===== config.mk =====
export PLATFORM = sky130hd
export DESIGN_NAME = shift_seq_rotator
export DESIGN_NICKNAME = d
export VERILOG_FILES = /design/src/rtl/shift_seq_rotator.sv
export SDC_FILE = /design/constraint.sdc
export NUM_CORES = 1
export LEC_CHECK = 0
export ABC_AREA = 1
export CORE_MARGIN = 2
export CORE_UTILIZATION = 40
export CTS_CLUSTER_DIAMETER = 40
export DETAILED_ROUTE_END_ITERATION = 10
export DONT_BUFFER_PORTS = 1
export SYNTH_ARGS = -nofsm -noshare
export SYNTH_HDL_FRONTEND = slang
export SYNTH_SLANG_ARGS = --single-unit

===== constraint.sdc =====
create_clock -name Clock -period 1.35 [get_ports Clock]
set_input_delay 0.0675 -clock Clock [delete_from_list [all_inputs] [get_ports Clock]]
set_output_delay 0.0675 -clock Clock [all_outputs]
set_load 0.01 [all_outputs]

===== src/rtl/shift_seq_rotator.sv =====
// shift_seq_rotator
//   Sequential barrel-shift replacement: moves the operand one bit position
//   per clock, so an operation with shift amount k takes k RUN cycles.
//   The result is published on Y only when the operation completes.
//
// Ports
//   Clock  in   rising-edge clock for all state
//   Resetn in   synchronous active-low reset
//   A      in   operand, captured when a start is accepted
//   Shift  in   shift amount 0..WIDTH-1, captured when a start is accepted
//   Mode   in   00 rotate right, 01 rotate left, 10 logical right,
//               11 arithmetic right
//   start  in   request a new operation (honoured only in IDLE)
//   busy   out  high while in RUN or DONE
//   done   out  one-cycle pulse: Y has just been loaded with a new result
//   Y      out  registered result, held between operations
module shift_seq_rotator #(
   parameter int WIDTH = 8,
   parameter int SW    = $clog2(WIDTH)
) (
   input  logic             Clock,
   input  logic             Resetn,
   input  logic [WIDTH-1:0] A,
   input  logic [SW-1:0]    Shift,
   input  logic [1:0]       Mode,
   input  logic             start,
   output logic             busy,
   output logic             done,
   output logic [WIDTH-1:0] Y
);

   localparam logic [1:0] M_ROR = 2'b00;
   localparam logic [1:0] M_ROL = 2'b01;
   localparam logic [1:0] M_LSR = 2'b10;
   localparam logic [1:0] M_ASR = 2'b11;

   typedef enum logic [1:0] {
      S_IDLE = 2'd0,
      S_RUN  = 2'd1,
      S_DONE = 2'd2
   } state_t;

   state_t             state_reg, state_next;
   logic [WIDTH-1:0]   work_reg,  work_next;
   logic [SW-1:0]      count_reg, count_next;
   logic [1:0]         mode_reg,  mode_next;
   logic [WIDTH-1:0]   y_reg,     y_next;

   // One-position moves of the work register, one vector per mode.
   logic [WIDTH-1:0]   ror_w, rol_w, lsr_w, asr_w, step_w;

   for (genvar gi = 0; gi < WIDTH; gi++) begin : g_bit
      assign ror_w[gi] = work_reg[(gi + 1) % WIDTH];
      assign rol_w[gi] = work_reg[(gi + WIDTH - 1) % WIDTH];
      if (gi == WIDTH - 1) begin : g_msb
         // MSB fill is the only difference between the two right shifts.
         assign lsr_w[gi] = 1'b0;
         assign asr_w[gi] = work_reg[WIDTH-1];
      end else begin : g_low
         assign lsr_w[gi] = work_reg[gi + 1];
         assign asr_w[gi] = work_reg[gi + 1];
      end
   end

   always_comb begin
      step_w = ror_w;
      case (mode_reg)
         M_ROR:   step_w = ror_w;
         M_ROL:   step_w = rol_w;
         M_LSR:   step_w = lsr_w;
         M_ASR:   step_w = asr_w;
         default: step_w = ror_w;
      endcase
   end

   always_comb begin
      state_next = state_reg;
      work_next  = work_reg;
      count_next = count_reg;
      mode_next  = mode_reg;
      y_next     = y_reg;
      case (state_reg)
         S_IDLE: begin
            if (start) begin
               work_next  = A;
               count_next = Shift;
               mode_next  = Mode;
               if (Shift == '0) begin
                  // Nothing to shift: publish the operand straight away.
                  y_next     = A;
                  state_next = S_DONE;
               end else begin
                  state_next = S_RUN;
               end
            end
         end
         S_RUN: begin
            work_next  = step_w;
            count_next = count_reg - 1'b1;
            if (count_reg == SW'(1)) begin
               // Last step: Y takes the freshly shifted value, never an
               // intermediate one.
               y_next     = step_w;
               state_next = S_DONE;
            end
         end
         S_DONE: begin
            state_next = S_IDLE;
         end
         default: begin
            state_next = S_IDLE;
         end
      endcase
   end

   always_ff @(posedge Clock) begin
      if (!Resetn) begin
         state_reg <= S_IDLE;
         work_reg  <= '0;
         count_reg <= '0;
         mode_reg  <= '0;
         y_reg     <= '0;
      end else begin
         state_reg <= state_next;
         work_reg  <= work_next;
         count_reg <= count_next;
         mode_reg  <= mode_next;
         y_reg     <= y_next;
      end
   end

   assign busy = (state_reg != S_IDLE);
   assign done = (state_reg == S_DONE);
   assign Y    = y_reg;

endmodule


Word-level counts from Yosys, hierarchy flattened. Cells that the tools add are included.

$add $sub $neg: 1. $mul: 0. Div/mod/pow operators: 0. Magnitude comparators: 0. Equal/unequal tests: 9. Shift operators: 0. Mux-type cells: 13. Bitwise gates (word level): 0. Reductions and logical operators: 9.

Operator list (count): 8-bit 2-to-1 mux (4); 8-bit one-hot mux with 2 select lines (2); 8-bit one-hot mux with 4 select lines (1); 2-bit == test, second input constant (3); 2-bit 2-to-1 mux (3); 2-bit inequality test, second input constant (3); 3-bit one-hot mux with 2 select lines (1); 2-bit AND reduction (3); 2-bit by 1-bit == test with 1-bit output, second input constant (2); 2-bit logical NOT (2); 2-bit one-hot mux with 2 select lines (1); 4-bit AND reduction (1); 2-bit nonzero test (2); 3-bit by 1-bit == test with 1-bit output, second input constant (1); 3-bit logical NOT (1); 3-bit 2-to-1 mux (1); 3-bit by 1-bit subtractor with 3-bit output, second input constant (1).

Bits in registers: 23. Bits in latches: 0. Memory bits (writable): 0. Bits in read-only memories: 0. Bits of input ports: 16. Memories: 0.

Longest topological paths before layout. Gate-level depths: netlist of the first run.

Depth in word-level cells: 4. Depth in mapped cells: 11. Depth with buffers taken out: 10.

Worst setup path before layout of the first run. No wires, ideal clock.

Path kind: register to register. Start: register count_reg[0]. End: register y_reg[0], in the netlist Y[0]. Setup time: 0.114 ns. Data arrival time: 1.116 ns. Required time: 1.236 ns. Setup slack: 0.120 ns. Stages on the path, launching flop included: 10. Buffers on the path: 1. Clock period less this slack: 1.230 ns. Cell sequence: dfxtp_1 -> ha_1 -> inv_1 -> nor2_1 -> nand2_2 -> nand2_2 -> nand2_4 -> buf_6 -> a21oi_1 -> nor2_1.

Word-level cells in the longest chain between the ends: 3.

RTL lines: start, declared (RTL line 45) `logic [SW-1:0] count_reg, count_next;`; start signal, assigned (RTL line 126) `count_reg <= count_next;`; 3-bit by 1-bit == test with 1-bit output (RTL line 100) `if (count_reg == SW'(1)) begin`; 2-bit inequality test (no source line); 4-bit AND reduction (no source line); end signal, assigned (RTL line 128) `y_reg <= y_next;`; end, declared (RTL line 47) `logic [WIDTH-1:0] y_reg, y_next;`.

Every way passes these cells. A chain may end at the register's enable or synchronous reset.

Final worst setup path of the first run.
Start: register state_reg[0]. End: register work_reg[0].

Word-level cells in the longest chain between the ends: 3. Elaborated cells on any way between the ends: 6.

RTL lines: start, declared (RTL line 43) `state_t state_reg, state_next;`; start signal, assigned (RTL line 124) `state_reg <= state_next;`; 2-bit by 1-bit == test with 1-bit output / 2-bit logical NOT (equally long branches) (RTL line 82) `case (state_reg)`; 2-bit nonzero test (no source line) / 2-bit inequality test (equally long branches); 2-bit AND reduction (no source line); end signal, assigned (RTL line 125) `work_reg <= work_next;`; end, declared (RTL line 44) `logic [WIDTH-1:0] work_reg, work_next;`.

Several ways; a longest one is shown, not always the timed one.

==> impl_summary.txt, run 1 <==
----------------------------------------------------
[Run status]
  Result of the run ... finished clean

[Detailed routing]
  Vias ... 1222
  Number of design rule violations left after detail routing ... 0
  Max layer used ... met4
  Routed met2 length ... 1583 µm
  Remaining antenna violation count ... 0
  Detailed router's first-iteration violation count ... 40
  Total Wirelength ... between 3000 and 4000 µm
  Wire length the detailed router placed on met1 ... roughly 1400 µm
  Detailed-routing iteration count for the pre-antenna-repair pass ... 4
  Per-cell routed wire length ... 13.11 µm
  Via/cell ratio ... ~5
  Total met3 wirelength after detailed routing ... 174 µm

[Floorplan]
  Die area ... 3571 µm²
  Core Box Area ... roughly 3000 µm²
  Initial cell density of the core ... 0.4142
  Top-level port count ... 26
  Die extent in x ... between 50 and 60 µm
  Die Ht ... roughly 60 µm
  Total number of placement rows ... 20

[Worst hold path]
  Worst hold path class ... in2reg

[Yosys]
  Distinct cells, synth ... 21
  Number of warnings issued by yosys ... 0
  Synthesized cell area ... around 1200 µm²
  Number of flops mapped to enable cells by yosys ... 0
  Yosys top cell area share ... 0.3702
  Proportion of synthesized chip area in sequential cells ... 0.3702
  Register bit total from synthesis ... 23
  Cells after synthesis ... 191
  Most used flip-flop cell after synthesis ... sky130_fd_sc_hd__dfxtp_1
  Synth area leader ... sky130_fd_sc_hd__dfxtp_1
  Leading post-synthesis cells by cell area ... sky130_fd_sc_hd__dfxtp_1, sky130_fd_sc_hd__nand2_1, sky130_fd_sc_hd__nor2_1, sky130_fd_sc_hd__inv_1, sky130_fd_sc_hd__o21ai_0
  Average size of a mapped cell ... around 6.5 µm²
  Syn_nets ... 209
  Post-synthesis async set-or-reset flop share ... 0

[Worst setup path]
  Crit Reg-Reg Endpoint ... work_reg[0]
  Crit Reg-Reg Startpoint ... state_reg[0]
  Element type at the critical path end ... flop
  Maximum single-stage delay on the critical path ... 0.37 ns
  Standard cell with the maximum stage delay on the critical path ... sky130_fd_sc_hd__dfxtp_2
  Setup slack of the worst register-to-register path ... between 0.06 and 0.07 ns
  Maximum net fanout on the critical path ... 6
  Count of cell instances traversed by the critical path ... 7
  Critical path required time ... about 1.6 ns
  Buf/Inv on CP ... 3
  Source of the critical timing path ... state_reg[0]
  Cell family with the largest share of critical-path delay ... flip-flops
  Number of cells on the worst reg-to-reg path ... 7
  Critical path type ... reg2reg
  Kind of start point of the critical path ... flop
  Data arrival time of the worst path ... about 1.6 ns
  CP Cell Sequence ... inv_4 > nor2_4 > clkinv_4 > nand2_4 > buf_4 > o21ai_0 > a21oi_1
  Worst setup path endpoint ... work_reg[0]

[Timing]
  Final Slew Violations ... 0
  Setup violation total in the final timing report ... 0
  Fin Setup TNS ... 0 ns
  Actual slew at the worst max-slew pin ... between 0.7 and 0.8 ns
  Part of the cycle the worst path needs ... 0.9487
  Min cycle time layout ... 1.281 ns
  Clock skew after layout ... slightly above 0.003 ns
  Achievable Freq ... approximately 0.78 GHz
  Number of hold violations in the final report ... 0
  Relative max-transition margin ... 0.4994

[Place]
  Weighted congestion at the end of routability-driven global placement ... 0.8285
  Count of buffers inserted at the top-level ports ... 0
  Placement-stage cell area ... ~1300 µm²
  Placed wire-length estimate after detailed placement ... approximately 2000 µm

[Clock tree]
  Clock latency on the worst-skew pair ... about 0.32 ns
  Clock sinks ... 23
  CTS root buffer ... sky130_fd_sc_hd__clkbuf_4
  Number of buffers between clock root and the deepest sink ... 2
  TritonCTS Buffers ... 3
  H-tree depth ... 1
  Clock transition at the registers of the reported paths ... 0.13 ns
  Clock tree from TritonCTS ... built

[Layout]
  Final Instance Area ... 1533 µm²
  Layout cells sized above 1 ... 0.1896
  Growth of design area from synthesis to finish ... 23.24%
  Most used cells in the layout excluding fill and tap cells ... sky130_fd_sc_hd__nand2_1, sky130_fd_sc_hd__nor2_1, sky130_fd_sc_hd__inv_1, sky130_fd_sc_hd__dfxtp_1, sky130_fd_sc_hd__o21ai_0
  Antenna Diode Count ... 0
  Net count of the finished layout ... 230
  Most common cell after layout, fill and taps aside ... sky130_fd_sc_hd__nand2_1

[Global route]
  First-pass GRT wire length ... about 4700 µm
  Initial antenna violation count ... 0
  Total global routing overflow ... 0
  Largest net degree at the start of global routing ... 23
  Global-route usage over all layers ... 0.1761
  Number of global-route vias before repair ... roughly 1100

[Pwr]
  Total power after layout ... around 0.0023 W
  Cell area power density ... 1486 nW/µm²
  Peak supply drop ... roughly 660 µV
  Leakage ... approximately 0.74 nW

[Flow run]
  Max-cap viol count ... 0

----------------------------------------------------
layout make-up:
class,count,area [µm²]
Timing Repair Buffer,19,180.2
Tap cell,33,41.29
Clock buffer,3,22.52
Multi-Input combinational cell,139,714.4
Clock inverter,1,5.005
Fill cell,306,1470
Inverter,26,105.1
Sequential cell,23,464.2
metal layers:
metal | up-vias | track usage
li1 | 630 | -
met1 | 549 | 0.2202
met2 | 38 | 0.2981
met3 | 5 | 0.03247
met4 | 0 | 0.06667
met5 | - | 0
how the worst min path moves through the flow:
stage,startpoint,endpoint,slack (ns),depth (start not counted)
global route,A[3],Y[3],0.02,4
detailed placement,Resetn,count_reg[2],0.18,2
finish,Shift[1],state_reg[0],0.002,4
floorplan,Resetn,mode_reg[0],0.21,2
CTS,A[6],work_reg[6],0.005,4
global placement,Resetn,count_reg[2],0.17,2
report_power, final:
part	internal, W	switching (W)	leakage (nW)	total [W]
Clock	0.000111	0.000226	0.0177	0.000338
Sequential	0.000823	0.000135	0.191	0.000958
Combinational	0.000400	0.000581	0.528	0.000982
Total	0.00133	0.000943	0.736	0.00228
cell usage after synthesis (2+ instances only):
cell and count:
sky130_fd_sc_hd__a21oi_1 8, sky130_fd_sc_hd__buf_6 3, sky130_fd_sc_hd__dfxtp_1 23, sky130_fd_sc_hd__ha_1 2
sky130_fd_sc_hd__inv_1 24, sky130_fd_sc_hd__inv_2 2, sky130_fd_sc_hd__nand2_1 52, sky130_fd_sc_hd__nand2_2 3
sky130_fd_sc_hd__nand2_4 2, sky130_fd_sc_hd__nand3_1 10, sky130_fd_sc_hd__nor2_1 37, sky130_fd_sc_hd__o21ai_0 14
sky130_fd_sc_hd__or2_2 3
worst register-to-register path, stage by stage (launching register included):
cell                       delay, ns
sky130_fd_sc_hd__dfxtp_2        0.37
sky130_fd_sc_hd__inv_4          0.06
sky130_fd_sc_hd__nor2_4         0.22
sky130_fd_sc_hd__clkinv_4       0.12
sky130_fd_sc_hd__nand2_4        0.10
sky130_fd_sc_hd__buf_4          0.14
sky130_fd_sc_hd__o21ai_0        0.07
sky130_fd_sc_hd__a21oi_1        0.14
cell families after synthesis:
group	synth area share
and+or+nand+nor	0.3904
DFF	0.3702
buffers and inverters	0.1197
adders and majority gates	0.02012
AOI/OAI and AO/OA	0.09961
repair_timing:
action | CTS | global route
endpoints found under the setup margin | 0 | 19
buffers inserted | 0 | 6
resized for setup | 0 | 21
endpoints found under the hold margin | 23 | 1
hold buffers | 8 | 1
stage by stage:
| step | hold slack (ns) | util | worst slack [ns] | instances |
|---|---|---|---|---|
| 5_1_grt | 0.01728 | 0.5104 | -0.03097 | 244 |
| 3_3_place_gp | 0.1678 | 0.4208 | 0.06574 | 223 |
| 3_5_place_dp | 0.1811 | 0.4208 | 0.05078 | 223 |
| 2_1_floorplan | 0.2059 | - | 0.1200 | 191 |
| 4_1_cts | 0.004663 | 0.4567 | 0.02988 | 235 |
| 6_report | 0.001850 | 0.5104 | 0.06925 | 244 |
Note: power is estimated with default switching activity, not from simulation.
==> inputs of run 2 (changes only) <==
--- a/config.mk
+++ b/config.mk
@@ -5,7 +5,6 @@
 export SDC_FILE = /design/constraint.sdc
 export NUM_CORES = 1
 export LEC_CHECK = 0
-export ABC_AREA = 1
 export CORE_MARGIN = 2
 export CORE_UTILIZATION = 40
 export CTS_CLUSTER_DIAMETER = 40
==> run 2 against run 1 <==
  * Largest cell class unchanged
  * Critical path depth shrank 2
  * Fmax shrank 8.5%
  * Non-clock buffer count grew 21
  * Clock power is essentially flat
  * First-iteration DRC count grew 33%
  * Routed wire length shrank 7.1%
  * Utilization grew 11 points
  * The run now ends with hold timing, setup timing left
  * Via count shrank 7.4%
  * Setup slack lost 0.12 ns
  * Combinational power shrank 35%
  * Clock-buffer cell count is the same
  * Synthesized cell count shrank 29%
==> impl_summary.txt, run 2 <==
----------------------------------------------------
[Worst setup path]
  Setup slack of the worst register-to-register path ... -0.05 ns
  Kind of start point of the critical path ... flop
  Maximum net fanout on the critical path ... 5
  Element type at the critical path end ... flop
  Data arrival time of the worst path ... between 1.5 and 2 ns
  Critical path required time ... approximately 1.6 ns
  Crit Reg-Reg Startpoint ... state_reg[0]
  Crit Reg-Reg Endpoint ... Y[1]
  Number of cells on the worst reg-to-reg path ... 5
  Critical path type ... reg2reg

[Yosys]
  Multiplexer area fraction after synthesis ... 0.08315
  Cells after synthesis ... roughly 140
  Average size of a mapped cell ... approximately 8.5 µm²
  Distinct cells, synth ... 29
  Combinational family with the most area after synthesis ... compound AO/OA/AOI/OAI gates
  Most used flip-flop cell after synthesis ... sky130_fd_sc_hd__dfxtp_1
  Compound-Gate Fraction of Synth Area ... 0.2199
  Yosys top cell area share ... 0.4026
  Proportion of synthesized chip area in sequential cells ... 0.4026
  Post-synthesis async set-or-reset flop share ... 0
  Area fraction in and, or, nand and nor cells after synthesis ... 0.2079
  Number of flops mapped to enable cells by yosys ... 0
  Number of warnings issued by yosys ... 0
  Synth area leader ... sky130_fd_sc_hd__dfxtp_1
  Synthesized cell area ... approximately 1100 µm²
  Leading post-synthesis cells by cell area ... sky130_fd_sc_hd__dfxtp_1, sky130_fd_sc_hd__nand2_1, sky130_fd_sc_hd__o21ai_0, sky130_fd_sc_hd__a211oi_1, sky130_fd_sc_hd__mux2i_1
  Register bit total from synthesis ... 23
  Top cells by count, synth ... sky130_fd_sc_hd__dfxtp_1, sky130_fd_sc_hd__nand2_1, sky130_fd_sc_hd__o21ai_0
  Post-synthesis adder-cell area fraction ... 0.02188
  Area share of xor/xnor cells in the synthesized design ... 0
  Top-count cell post-synth ... sky130_fd_sc_hd__dfxtp_1
  Syn_nets ... between 150 and 200

[Timing]
  Number of hold violations in the final report ... 1
  Min cycle time layout ... between 1 and 1.5 ns
  Fin Setup TNS ... -0.1284 ns
  Setup violation total in the final timing report ... 3
  Relative max-transition margin ... 0.7201
  Post-route worst hold slack ... -0.0003138 ns
  Clock skew after layout ... roughly 0.0035 ns
  Achievable Freq ... 0.7147 GHz
  Setup repair after global routing missed its margin ... true
  Actual slew at the worst max-slew pin ... 0.4173 ns
  Final Slew Violations ... 0
  Final WS setup ... -0.04924 ns
  Part of the cycle the worst path needs ... 1.036

[Detailed routing]
  Via/cell ratio ... roughly 5.6
  Number of design rule violations left after detail routing ... 0
  Detailed-routing iteration count for the pre-antenna-repair pass ... 4
  Per-cell routed wire length ... around 15 µm
  Remaining antenna violation count ... 0
  Total Wirelength ... approximately 3000 µm
  Vias ... about 1100
  Detailed router's first-iteration violation count ... 53

[Worst hold path]
  HP Start ... Shift[1]
  Worst hold path class ... in2reg
  Hold path cells ... 2
  Endpoint with the worst hold slack ... count_reg[1]

[Global route]
  GRT busiest layer ... met2
  Number of global-route vias before repair ... a little over 1000
  Global-route usage over all layers ... 0.1829
  Global Route met2 Usage ... 0.2873
  Met1 capacity usage during global routing ... 0.2552
  Total global routing overflow ... 0
  First-pass GRT wire length ... 4705 µm
  Met3 global-route usage ... 0.02948
  Initial antenna violation count ... 0
  Largest net degree at the start of global routing ... 15

[Place]
  Total instance count after detailed placement ... between 150 and 200
  Weighted congestion at the end of routability-driven global placement ... about 0.76
  Count of buffers inserted at the top-level ports ... 0
  Dpl ws ... -0.1511 ns
  Placed wire-length estimate after detailed placement ... 1917 µm

[Clock tree]
  TritonCTS Buffers ... 3
  H-tree depth ... 1
  Clock sinks ... 23
  Number of buffers between clock root and the deepest sink ... 2
  Clock latency on the worst-skew pair ... ~0.32 ns
  CTS root buffer ... sky130_fd_sc_hd__clkbuf_4
  Clock transition at the registers of the reported paths ... around 0.13 ns
  Clock tree from TritonCTS ... built

[Layout]
  Non-filler cells in the finished layout ... 202
  Layout cells sized above 1 ... 0.3743
  Total of fill cells in the finished design ... 221
  Growth of design area from synthesis to finish ... 47.48%
  Most common cell after layout, fill and taps aside ... sky130_fd_sc_hd__nand2_1
  Net count of the finished layout ... 190
  Antenna Diode Count ... 0
  Most used cells in the layout excluding fill and tap cells ... sky130_fd_sc_hd__nand2_1, sky130_fd_sc_hd__dfxtp_1, sky130_fd_sc_hd__buf_4, sky130_fd_sc_hd__dlygate4sd3_1, sky130_fd_sc_hd__nand3_1

[Floorplan]
  Top-level port count ... 26
  Total number of placement rows ... 19
  Core Box Area ... 2734 µm²
  Initial cell density of the core ... 0.4183
  Die Ht ... about 57 µm
  Die area ... roughly 3300 µm²
  Die extent in x ... approximately 57 µm

[Run status]
  Result of the run ... finished, violations left
  Violated checks ... hold timing, setup timing

[Flow run]
  Max-cap viol count ... 0

[Pwr]
  Peak supply drop ... approximately 670 µV
  Total power after layout ... 0.001814 W
  Cell area power density ... about 1100 nW/µm²
  Leakage ... around 0.68 nW

----------------------------------------------------
-- run 2: worst max path at each step --
stage / startpoint / to / slack, ns
2_1_floorplan: state_reg[0] / Y[0] / -0.14
3_3_place_gp: count_reg[1] / Y[1] / -0.07
3_5_place_dp: count_reg[1] / Y[1] / -0.15
4_1_cts: count_reg[1] / Y[6] / -0.05
5_1_grt: state_reg[0] / Y[1] / -0.1
6_report: state_reg[0] / Y[1] / -0.05
-- run 2: cell families after synthesis --
logic type	Yosys count
buffers and inverters	15
AND/OR/NAND/NOR	48
multiplexers	9
flip-flops	23
adder cells (fa/ha/maj)	2
AO/OA/AOI/OAI	38
-- run 2: where the power goes --
part	internal (W)	switching [W]	total, W
combinational	0.000344	0.000297	0.000642
clock	0.000111	0.000228	0.000339
sequential	0.000759	0.0000742	0.000833
-- run 2: metal layers --
metal | part of all wire | routed length, µm
met5 | 0 | 0
met4 | 0.018 | 53
met3 | 0.049 | 146
met2 | 0.48 | 1414
met1 | 0.46 | 1357
-- run 2: layout make-up --
cell class,instances,area [µm²],area share
Sequential cell,23,471.7,0.2797
Multi-Input combinational cell,98,759.5,0.4503
Clock buffer,3,22.52,0.01335
Timing Repair Buffer,40,366.6,0.2174
Tap cell,31,38.79,0.02300
Inverter,6,22.52,0.01335
Clock inverter,1,5.005,0.002967
-- run 2: metrics by stage --
step	cell area [µm²]	utilization
after detailed placement	1306	0.4778
after global placement	1306	0.4778
after floorplan	1165	-
final	1687	0.6169
after global routing	1687	0.6169
after CTS	1498	0.5478
-- run 2: critical path: stages (launching register included) --
cell and delay, ns:
sky130_fd_sc_hd__dfxtp_4 0.38, sky130_fd_sc_hd__buf_12 0.12, sky130_fd_sc_hd__nor3b_4 0.22, sky130_fd_sc_hd__o22ai_2 0.13, sky130_fd_sc_hd__or2_4 0.29, sky130_fd_sc_hd__o31ai_2 0.18
-- run 2: timing repair --
| item | CTS | global route |
|---|---|---|
| setup endpoints to repair | 17 | 22 |
| endpoints found under the hold margin | 21 | 1 |
| hold buffers | 14 | 1 |
| resized for setup | 6 | 42 |
| buffers inserted | 0 | 5 |
| cloned | 1 | 1 |
| pin swaps | 2 | 6 |
